`config.mk`:
```
export PLATFORM = sky130hd
export DESIGN_NAME = sync_filter
export DESIGN_NICKNAME = d
export VERILOG_FILES = /design/src/rtl/sync_filter.sv
export SDC_FILE = /design/constraint.sdc
export NUM_CORES = 1
export LEC_CHECK = 0
export CORE_AREA = 2 2 39 41
export DETAILED_ROUTE_END_ITERATION = 6
export DIE_AREA = 0 0 41 43
export DONT_BUFFER_PORTS = 1
export HOLD_SLACK_MARGIN = 0.02
export PLACE_DENSITY = 0.3
export SYNTH_ARGS = -nofsm -noshare
export SYNTH_HDL_FRONTEND = slang
export SYNTH_SLANG_ARGS = --single-unit
```
`constraint.sdc`:
```
create_clock -name clk -period 2.2 [get_ports clk]
set_clock_uncertainty 0.2 [all_clocks]
set_input_delay 0.66 -clock clk [delete_from_list [all_inputs] [get_ports clk]]
set_output_delay 0.66 -clock clk [all_outputs]
set_load 0.005 [all_outputs]
```
`src/rtl/sync_filter.sv`:
```
// Input conditioner for asynchronous lines: metastability chain, per-bit persistence
// filter and registered rise/fall/changed pulses, all in the clk domain.
module sync_filter #(
  parameter int               WIDTH       = 1,
  parameter int               STAGES      = 2,
  parameter int               FILTER      = 1,
  parameter logic [WIDTH-1:0] RESET_VALUE = '0
) (
  input  logic             clk,
  input  logic             reset,
  input  logic [WIDTH-1:0] in,
  output logic [WIDTH-1:0] out,
  output logic [WIDTH-1:0] rise,
  output logic [WIDTH-1:0] fall,
  output logic             changed
);

  localparam int FILT  = (FILTER < 1) ? 1 : FILTER;
  localparam int CNT_W = (FILT > 1) ? $clog2(FILT) : 1;
  localparam logic [CNT_W-1:0] CNT_TC = CNT_W'(FILT - 1);

  logic [WIDTH-1:0] sync_q [STAGES];
  logic [WIDTH-1:0] s;
  logic [CNT_W-1:0] cnt_q  [WIDTH];
  logic [CNT_W-1:0] cnt_d  [WIDTH];
  logic [WIDTH-1:0] upd;

  // Plain flop chain: nothing but the next flop may load from any stage.
  always_ff @(posedge clk or posedge reset) begin
    if (reset) begin
      for (int k = 0; k < STAGES; k++) sync_q[k] <= RESET_VALUE;
    end else begin
      sync_q[0] <= in;
      for (int k = 1; k < STAGES; k++) sync_q[k] <= sync_q[k-1];
    end
  end

  assign s = sync_q[STAGES-1];

  // A differing bit must hold for FILT consecutive evaluations; any agreement restarts it.
  always_comb begin
    upd = '0;
    for (int i = 0; i < WIDTH; i++) begin
      cnt_d[i] = '0;
      if (s[i] != out[i]) begin
        if (cnt_q[i] == CNT_TC) upd[i] = 1'b1;
        else                    cnt_d[i] = cnt_q[i] + CNT_W'(1);
      end
    end
  end

  always_ff @(posedge clk or posedge reset) begin
    if (reset) begin
      for (int i = 0; i < WIDTH; i++) cnt_q[i] <= '0;
      out     <= RESET_VALUE;
      rise    <= '0;
      fall    <= '0;
      changed <= 1'b0;
    end else begin
      for (int i = 0; i < WIDTH; i++) cnt_q[i] <= cnt_d[i];
      out     <= out ^ upd;
      rise    <= upd & s;
      fall    <= upd & ~s;
      changed <= |upd;
    end
  end

endmodule
```
After elaboration in Yosys (flattened, before gate mapping)
Index checks and enable logic that the tools add are counted.

storage, ports and cells
  bits in registers = 7
  input bits = 3
  bits in writable memories = 0
  memories kept = 0
  bits in latches = 0
  bits in read-only memories = 0

operators by class
  shift-type cells = 0
  eq/ne operators = 1
  div/mod/pow operators = 0
  reduce and logical (&&, ||, !) cells = 0
  multipliers = 0
  order comparisons = 0
  bitwise gates (word level) = 4
  add/sub/neg operators = 1
  mux-type cells = 4

operators by type and width
  kind                                number
  2-to-1 mux 1 bit                    4
  AND 1 bit                           2
  adder 1 bit, second input constant  1
  != test 1 bit                       1
  NOT 1 bit                           1
  bitwise XOR 1 bit                   1

Logic depth before layout (Yosys ltp)
Gate-level depths: netlist of run 1.

  depth in word-level cells = 3
  mapped depth = 3

Least setup slack after synthesis of run 1
OpenSTA, ideal clock, no wires.

  path kind = reg-to-output
  from = reg out
  to = out out
  stages on the path, launching flop included = 1
  arrival time = 0.394 ns
  slack = 0.946 ns
  data required time = 1.340 ns
  cells stage by stage = dfrtp_1

RTL lines
  item                      line  text
  start: declaration        12    output logic [WIDTH-1:0] out,
  start signal: assignment  61    out <= out ^ upd;

No word-level cell between the ends.

Worst setup path in the final report of run 1
  from = reg out
  to = out out

No word-level cell between the ends.

==> impl_metrics.yaml, run 1 <==
placed_design:
  routabilityCongestion: 0.5295
  post-place-ws_ns: 0.9211
  dpl.hpwl_um: 221.4
  io_buffers: 0
worst_setup_path:
  cp-end-kind: "output port"
  crit_end: "out"
  ff2ff_setup_slack_ns: 0.95
  crit_arrival_ns: 0.66
  cp-start-kind: "register"
  required_ns: 1.34
  setup.worst_path.start: "out"
  crit_fanout: 4
  r2r_end: "out"
  critPathKind: "register to output port"
  cp_num_cells: 0
  r2r_cells: 3
  worstReg2RegStart: "out"
power:
  irDropWorstVdd_uv: 346.9
  internal_power_mw: 0.2278
  clkPwrFrac_pct: 30.6
  power_mw: 0.3041
  leakage_nw: 0.1294
  seq_power_share_pct: 55.1
  power.switching_mw: 0.07637
  swShare_pct: 25.11
  p_per_area_mw_per_mm2: 1209
  combPwrFrac_pct: 14.3
layout:
  drive_gt1_share_pct: 17.65
  final_common_cell: "dfrtp_1"
  layout_common_cells: "dfrtp_1 (6), inv_1 (4), clkbuf_4 (3)"
  nNetsFinal: 24
  finalCoreUtilization_pct: 18.17
  antenna_cells: 0
  syn2layout_area_growth_pct: 26.41
grt:
  track_usage_pct: 5.030
  grt_max_degree: 7
  grt_pass1_vias: 116
  grt_overflow: 0
  antenna_found_initial: 0
  grt_first_pass_wirelength_um: 469
synthesis:
  syn_area_um2: 198.9
  synth-seq-area-share_pct: 75.47
  synth_nets: 18
  yosysWarningCount: 0
  syn_avg_cell_area_um2: 15.30
  netlist_instances: 13
  netlist.area_leader.share_pct: 75.47
  ys_ff_latch: 6
  synthDistinctLibCells: 4
  synth_top_cell_by_area: "dfrtp_1"
  synth_area_leaders: "dfrtp_1 (75%), ha_1 (13%), inv_1 (7.5%)"
hold_path:
  min_path_type: "register to register"
  holdPathStages: 0
cts:
  tritoncts: "done"
  cts_made_buffers: 3
  post_cts_buffers: 0
  root_buffer: "clkbuf_4"
  insertion_delay_ns: 0.23
  clk_pin_slew_worst_paths_ns: 0.04
  cts_sinks: 6
  htree_levels: 1
  cts_buffer_depth: 2
timing:
  finalWorstSetupSlack_ns: 0.6803
  min_period_ns: 1.520
  hold_violations: 0
  tightest_slew_ns: 0.2162
  relSlewSlack_pct: 85.57
  finalSetupTns_ns: 0
  finalSetupViolations: 0
  slew_violations: 0
  fmaxAchievable_ghz: 0.6580
  whs_ns: 0.1544
  finalCritPeriodShare_pct: 69.08
  rsz0062_at_grt: "no"
die:
  die_w_um: 41
  core_area_mm2: 0.001384
  num_rows: 14
  start_util_pct: 14.38
  die_height_um: 43
  num_io_pins: 7
  dieArea_mm2: 0.001763
route:
  routed_via_density: 2.848
  drt_wl_total_um: 255
  vias: 94
  wl_per_cell_um: 7.727
  drt_iter0_markers: 0
  dr.pass1.iters: 1
  ant_nets: 0
  drc_errors: 0
flow_run:
  maxCapViolations: 0
run_status:
  status: "finished, final reports clean"
[how the worst min path moves through the flow]
stage	start	to	slack, ns
2_1_floorplan	sync_q[1]	s	0.13
3_3_place_gp	sync_q[1]	s	0.13
3_5_place_dp	sync_q[1]	s	0.15
4_1_cts	sync_q[1]	s	0.16
5_1_grt	sync_q[1]	s	0.17
6_report	sync_q[1]	s	0.15
[per-stage QoR]
stage	area (µm²)	instances
global route	251.5	33
floorplan	198.9	13
CTS	251.5	33
detailed placement	219.0	29
global placement	219.0	29
finish	251.5	33
[synthesized netlist by cell type]
cell type / instances
ha_1: 2
inv_1: 4
dfrtp_1: 6
xnor2_1: 1
[power groups by stage]
stage | sequential [mW] | combinational (mW) | clock, mW
after floorplan | 0.164 | 0.0373 | 0
after global routing | 0.174 | 0.0535 | 0.111
after global placement | 0.168 | 0.0466 | 0
after detailed placement | 0.171 | 0.0439 | 0
final | 0.168 | 0.0434 | 0.0931
after CTS | 0.170 | 0.0453 | 0.100
[sequential cells by signal, summed over array words and instances, names as in the netlist]
register  cells
fall          1
out           1
sync_q        1
changed       1
rise          1
s             1
[routing by layer]
layer | track usage [%] | share of wire, % | vias to the layer above
li1 | - | - | 46
met1 | 4.207 | 38 | 42
met2 | 5.000 | 47 | 6
met3 | 7.853 | 14 | 0
met4 | 4.000 | 0 | 0
met5 | 0 | 0 | -
[logic make-up after synthesis]
group,Yosys count,synth area share (%)
flip-flops,6,75.47
buffers and inverters,4,7.545
adder cells (fa/ha/maj),2,12.58
XOR/XNOR,1,4.403
[layout make-up]
class / count / area (µm²)
fill: 150 / 1132
sequential: 6 / 150.1
multi-input combinational: 3 / 33.78
clock buffer: 3 / 22.52
tap: 16 / 20.02
inverter: 4 / 15.01
timing repair buffer: 1 / 10.01
[what timing repair did]
item / CTS / global route
endpoints found under the setup margin: 0 / 0
hold endpoints to repair: 3 / 0
hold buffers: 1 / 0
gates resized for setup: 0 / 0
Power figures use the tool's default switching activity.
==> inputs of run 2 (changes only) <==
==> constraint.sdc (replaced) <==
create_clock -name clk -period 1.4 [get_ports clk]
set_clock_uncertainty 0.2 [all_clocks]
set_input_delay 0.42 -clock clk [delete_from_list [all_inputs] [get_ports clk]]
set_output_delay 0.42 -clock clk [all_outputs]
set_load 0.005 [all_outputs]
==> impl_metrics.yaml, run 2 (synthesis gave the netlist of run 1 again) <==
worst_setup_path:
  ff2ff_setup_slack_ns: 0.15
  crit_arrival_ns: 0.75
  cp-start-kind: "register"
  required_ns: 0.78
  crit_fanout: 3
  critPathKind: "register to output port"
  path_delay_family: "flip-flops"
  cp-end-kind: "output port"
  crit_path_cell_trace: "buf_6"
  cp_num_cells: 1
  r2r_cells: 4
  r2r_end: "out"
  slowest_delay_ns: 0.38
  cp_slowest_cell: "dfrtp_1"
  cp.buffers_inverters: 1
  worstReg2RegStart: "out"
die:
  num_rows: 14
  core_area_mm2: 0.001384
  die_height_um: 43
  dieArea_mm2: 0.001763
  die_w_um: 41
  start_util_pct: 14.38
  num_io_pins: 7
cts:
  cts_made_buffers: 3
  clk_pin_slew_worst_paths_ns: 0.04
  insertion_delay_ns: 0.24
  htree_levels: 1
  cts_sinks: 6
  root_buffer: "clkbuf_4"
  tritoncts: "done"
  cts_buffer_depth: 2
placed_design:
  placed_cell_area_um2: 226.5
  post-place-ws_ns: 0.2447
  io_buffers: 0
  routabilityCongestion: 0.5904
layout:
  syn2layout_area_growth_pct: 40.88
  drive_gt1_share_pct: 25.00
  nNetsFinal: 27
  layout_common_cells: "dfrtp_1 (6), inv_1 (4), clkbuf_4 (3)"
  antenna_cells: 0
  regArea_um2: 150.1
  multi_input_area_um2: 33.78
  n_fill_cell: 147
  fin_area_um2: 280.3
  final_common_cell: "dfrtp_1"
hold_path:
  holdPathStages: 0
  hold_end: "s"
  min_path_type: "register to register"
  hold_start: "sync_q[1]"
timing:
  finalWorstSetupSlack_ns: 0.03362
  min_period_ns: 1.366
  hold_violations: 0
  whs_ns: 0.1462
  fmaxAchievable_ghz: 0.7319
  relSlewSlack_pct: 85.30
  tightest_slew_ns: 0.2202
  finalCritPeriodShare_pct: 97.60
  slew_violations: 0
  finalSetupViolations: 0
run_status:
  status: "finished, final reports clean"
power:
  leakage_nw: 0.1444
  p_per_area_mw_per_mm2: 1933
  irDropWorstVdd_uv: 469.5
grt:
  antenna_found_initial: 0
  grt_overflow: 0
  grt_pass1_vias: 134
  grt_max_degree: 7
  track_usage_pct: 5.337
  grt_first_pass_wirelength_um: 524
route:
  drt_wl_total_um: 268
  routed_via_density: 3.139
  ant_nets: 0
  drt_iter0_markers: 1
  dr.pass1.iters: 2
  drc_errors: 0
  wl_per_cell_um: 7.444
  vias: 113
flow_run:
  maxCapViolations: 0
-- run 2: changes by cell type in the layout (fill, tap and decap cells not counted) --
cell | before | now
dlygate4sd3_1 | 1 | 2
buf_6 | 0 | 1
buf_4 | 0 | 1
-- run 2: stage by stage --
| step | instances | power [mW] | TNS, ns | util [%] |
|---|---|---|---|---|
| 2_1_floorplan | 13 | 0.3167 | 0 | - |
| 3_3_place_gp | 30 | 0.3583 | 0 | 16.37 |
| 3_5_place_dp | 30 | 0.3620 | 0 | 16.37 |
| 4_1_cts | 35 | 0.5265 | 0 | 19.44 |
| 5_1_grt | 36 | 0.5955 | -0.001065 | 20.25 |
| 6_report | 36 | 0.5419 | 0 | 20.25 |
-- run 2: power breakdown --
group	leakage (nW)	total [mW]	switching (mW)	internal, mW
Combinational	0.0582	0.139	0.0565	0.0828
Clock	0.0138	0.152	0.0557	0.0965
Sequential	0.0724	0.250	0.0252	0.225
Total	0.144	0.542	0.137	0.404
-- run 2: how the worst max path moves through the flow --
| stage | to | startpoint | slack [ns] |
|---|---|---|---|
| 2_1_floorplan | out | out | 0.21 |
| 3_3_place_gp | out | out | 0.26 |
| 3_5_place_dp | out | out | 0.24 |
| 4_1_cts | out | out | 0.005 |
| 5_1_grt | out | out | -0.001 |
| 6_report | out | out | 0.03 |
-- run 2: metal layers --
layer / global-route usage, % / share of wire, % / vias to the layer above
li1: - / - / 50
met3: 7.853 / 24 / 0
met1: 4.221 / 32 / 54
met4: 4.000 / 0 / 0
met5: 0 / 0 / -
met2: 5.938 / 44 / 9
-- run 2: timing repair --
item | in CTS | in global routing
endpoints found under the hold margin | 7 | 0
resized for setup | 0 | 1
endpoints found under the setup margin | 0 | 1
hold buffers | 2 | 0
setup buffers | 0 | 1
-- run 2: area by class of cell --
cell class                      instances  share of cell area, %
Sequential cell                         6                  53.57
Multi-Input combinational cell          3                  12.05
Inverter                                4                  5.357
Clock buffer                            3                  8.036
Timing Repair Buffer                    4                  13.84
Tap cell                               16                  7.143
==> inputs of run 3 (changes only) <==
--- a/config.mk
+++ b/config.mk
@@ -5,10 +5,12 @@
 export SDC_FILE = /design/constraint.sdc
 export NUM_CORES = 1
 export LEC_CHECK = 0
+export ABC_AREA = 1
 export CORE_AREA = 2 2 39 41
 export DETAILED_ROUTE_END_ITERATION = 6
 export DIE_AREA = 0 0 41 43
 export DONT_BUFFER_PORTS = 1
+export GPL_TIMING_DRIVEN = 0
 export HOLD_SLACK_MARGIN = 0.02
 export PLACE_DENSITY = 0.3
 export SYNTH_ARGS = -nofsm -noshare
==> impl_metrics.yaml, run 3 <==
run_status:
  status: "finished, final reports clean"
timing:
  relSlewSlack_pct: 84.75
  finalCritPeriodShare_pct: 91.05
  tightest_slew_ns: 0.2285
  whs_ns: 0.1512
  hold_violations: 0
  min_period_ns: 1.275
  finalSetupTns_ns: 0
  rsz0062_at_grt: "no"
  slew_violations: 0
  finalSetupViolations: 0
  fmaxAchievable_ghz: 0.7845
cts:
  cts_made_buffers: 3
  cts_sinks: 6
  cts_buffer_depth: 2
  htree_levels: 1
  insertion_delay_ns: 0.24
  root_buffer: "clkbuf_4"
  tritoncts: "done"
  clk_pin_slew_worst_paths_ns: 0.04
synthesis:
  synthTopCellsByCount: "dfrtp_1 (6), inv_1 (3), nand2_1 (3), ha_1 (2), inv_2 (1)"
  netlist.area_leader.share_pct: 74.53
  ys_ff_latch: 6
  synth_ff_type: "dfrtp_1"
  synth.most_common_cell: "dfrtp_1"
  yosysWarningCount: 0
  synth-seq-area-share_pct: 74.53
  synthDistinctLibCells: 5
  syn_area_um2: 201.4
  synth_edf_count: 0
  synth-async-reset-ratio_pct: 100.0
  syn_avg_cell_area_um2: 13.43
  synth_area_leaders: "dfrtp_1 (75%), ha_1 (12%), inv_1 (5.6%)"
  netlist_instances: 15
  synth_nets: 20
  synth_top_cell_by_area: "dfrtp_1"
route:
  routed_via_density: 3.028
  ant_nets: 0
  dr.pass1.iters: 1
  drt_iter0_markers: 0
  vias: 109
  wl_per_cell_um: 8.028
  drc_errors: 0
  drt_wl_total_um: 289
layout:
  syn2layout_area_growth_pct: 31.06
  final_common_cell: "dfrtp_1"
  drive_gt1_share_pct: 20.00
  n_fill_cell: 156
  antenna_cells: 0
  multi_input_area_um2: 36.28
  layout_common_cells: "dfrtp_1 (6), inv_1 (3), nand2_1 (3), clkbuf_4 (3)"
  regArea_um2: 150.1
  nNetsFinal: 27
worst_setup_path:
  setup.worst_path.start: "out"
  cp-end-kind: "output port"
  r2r_cells: 5
  r2r_end: "out"
  crit_fanout: 4
  cp_num_cells: 0
  worstReg2RegStart: "out"
  ff2ff_setup_slack_ns: 0.18
  cp-start-kind: "register"
  critPathKind: "register to output port"
  crit_arrival_ns: 0.65
  required_ns: 0.78
hold_path:
  min_path_type: "register to register"
  holdPathStages: 0
  hold_end: "s"
  hold_start: "sync_q[1]"
die:
  dieArea_mm2: 0.001763
  core_area_mm2: 0.001384
  num_io_pins: 7
  die_height_um: 43
  num_rows: 14
  start_util_pct: 14.56
  die_w_um: 41
power:
  irDropWorstVdd_uv: 473.8
  leakage_nw: 0.1389
  power_mw: 0.4911
  p_per_area_mw_per_mm2: 1860
grt:
  grt_max_degree: 7
  grt_pass1_vias: 107
  grt_first_pass_wirelength_um: 476
  grt_overflow: 0
  antenna_found_initial: 0
  track_usage_pct: 4.945
flow_run:
  maxCapViolations: 0
placed_design:
  io_buffers: 0
  routabilityCongestion: 0.5837
## run 3: cell count changes in the layout (fill, tap and decap cells not counted), sizes merged
cell / change
buf: -2
nand2: +3
xnor2: -1
## run 3: metrics by stage
stage               cell area (µm²)  utilization, %  instances  setup slack [ns]
floorplan                     201.4               -         15            0.2305
global placement              221.5           16.00         31            0.1728
detailed placement            221.5           16.00         31            0.1557
CTS                           264.0           19.08         36            0.1085
global route                  264.0           19.08         36           0.08357
finish                        264.0           19.08         36            0.1253
## run 3: worst max path at each step
stage / to / slack, ns
after floorplan: out / 0.23
after global placement: out / 0.17
after detailed placement: out / 0.16
after CTS: out / 0.11
after global routing: out / 0.08
final: out / 0.13
## run 3: timing repair
action                                 in CTS  in global routing
hold buffers                                2                  0
gates resized for setup                     0                  0
setup buffers                               0                  0
endpoints found under the hold margin       7                  0
## run 3: kinds of logic after synthesis
kind of cell               after synthesis  synth area share (%)
DFF                                      6                 74.53
and+or+nand+nor                          3                 5.590
adders and majority gates                2                 12.42
buffers and inverters                    4                 7.451
## run 3: layer usage
layer / wire length, µm / track usage [%] / share of wire (%)
met4: 0 / 2.000 / 0
met3: 42 / 7.853 / 15
met5: 0 / 0 / 0
met2: 136 / 5.938 / 47
met1: 110 / 3.922 / 38
## run 3: layout make-up
class / count / area share (%)
clock buffers: 3 / 8.531
inverters: 4 / 5.687
multi-input cells: 5 / 13.74
flip-flops and latches: 6 / 56.87
well taps: 16 / 7.583
repair buffers: 2 / 7.583
## run 3: where the power goes
part           total, mW  internal (mW)  switching (mW)  leakage [nW]
clock network      0.159         0.0969          0.0620        0.0138
registers          0.258          0.224          0.0342        0.0727
logic             0.0744         0.0310          0.0433        0.0524
total              0.491          0.352           0.140         0.139
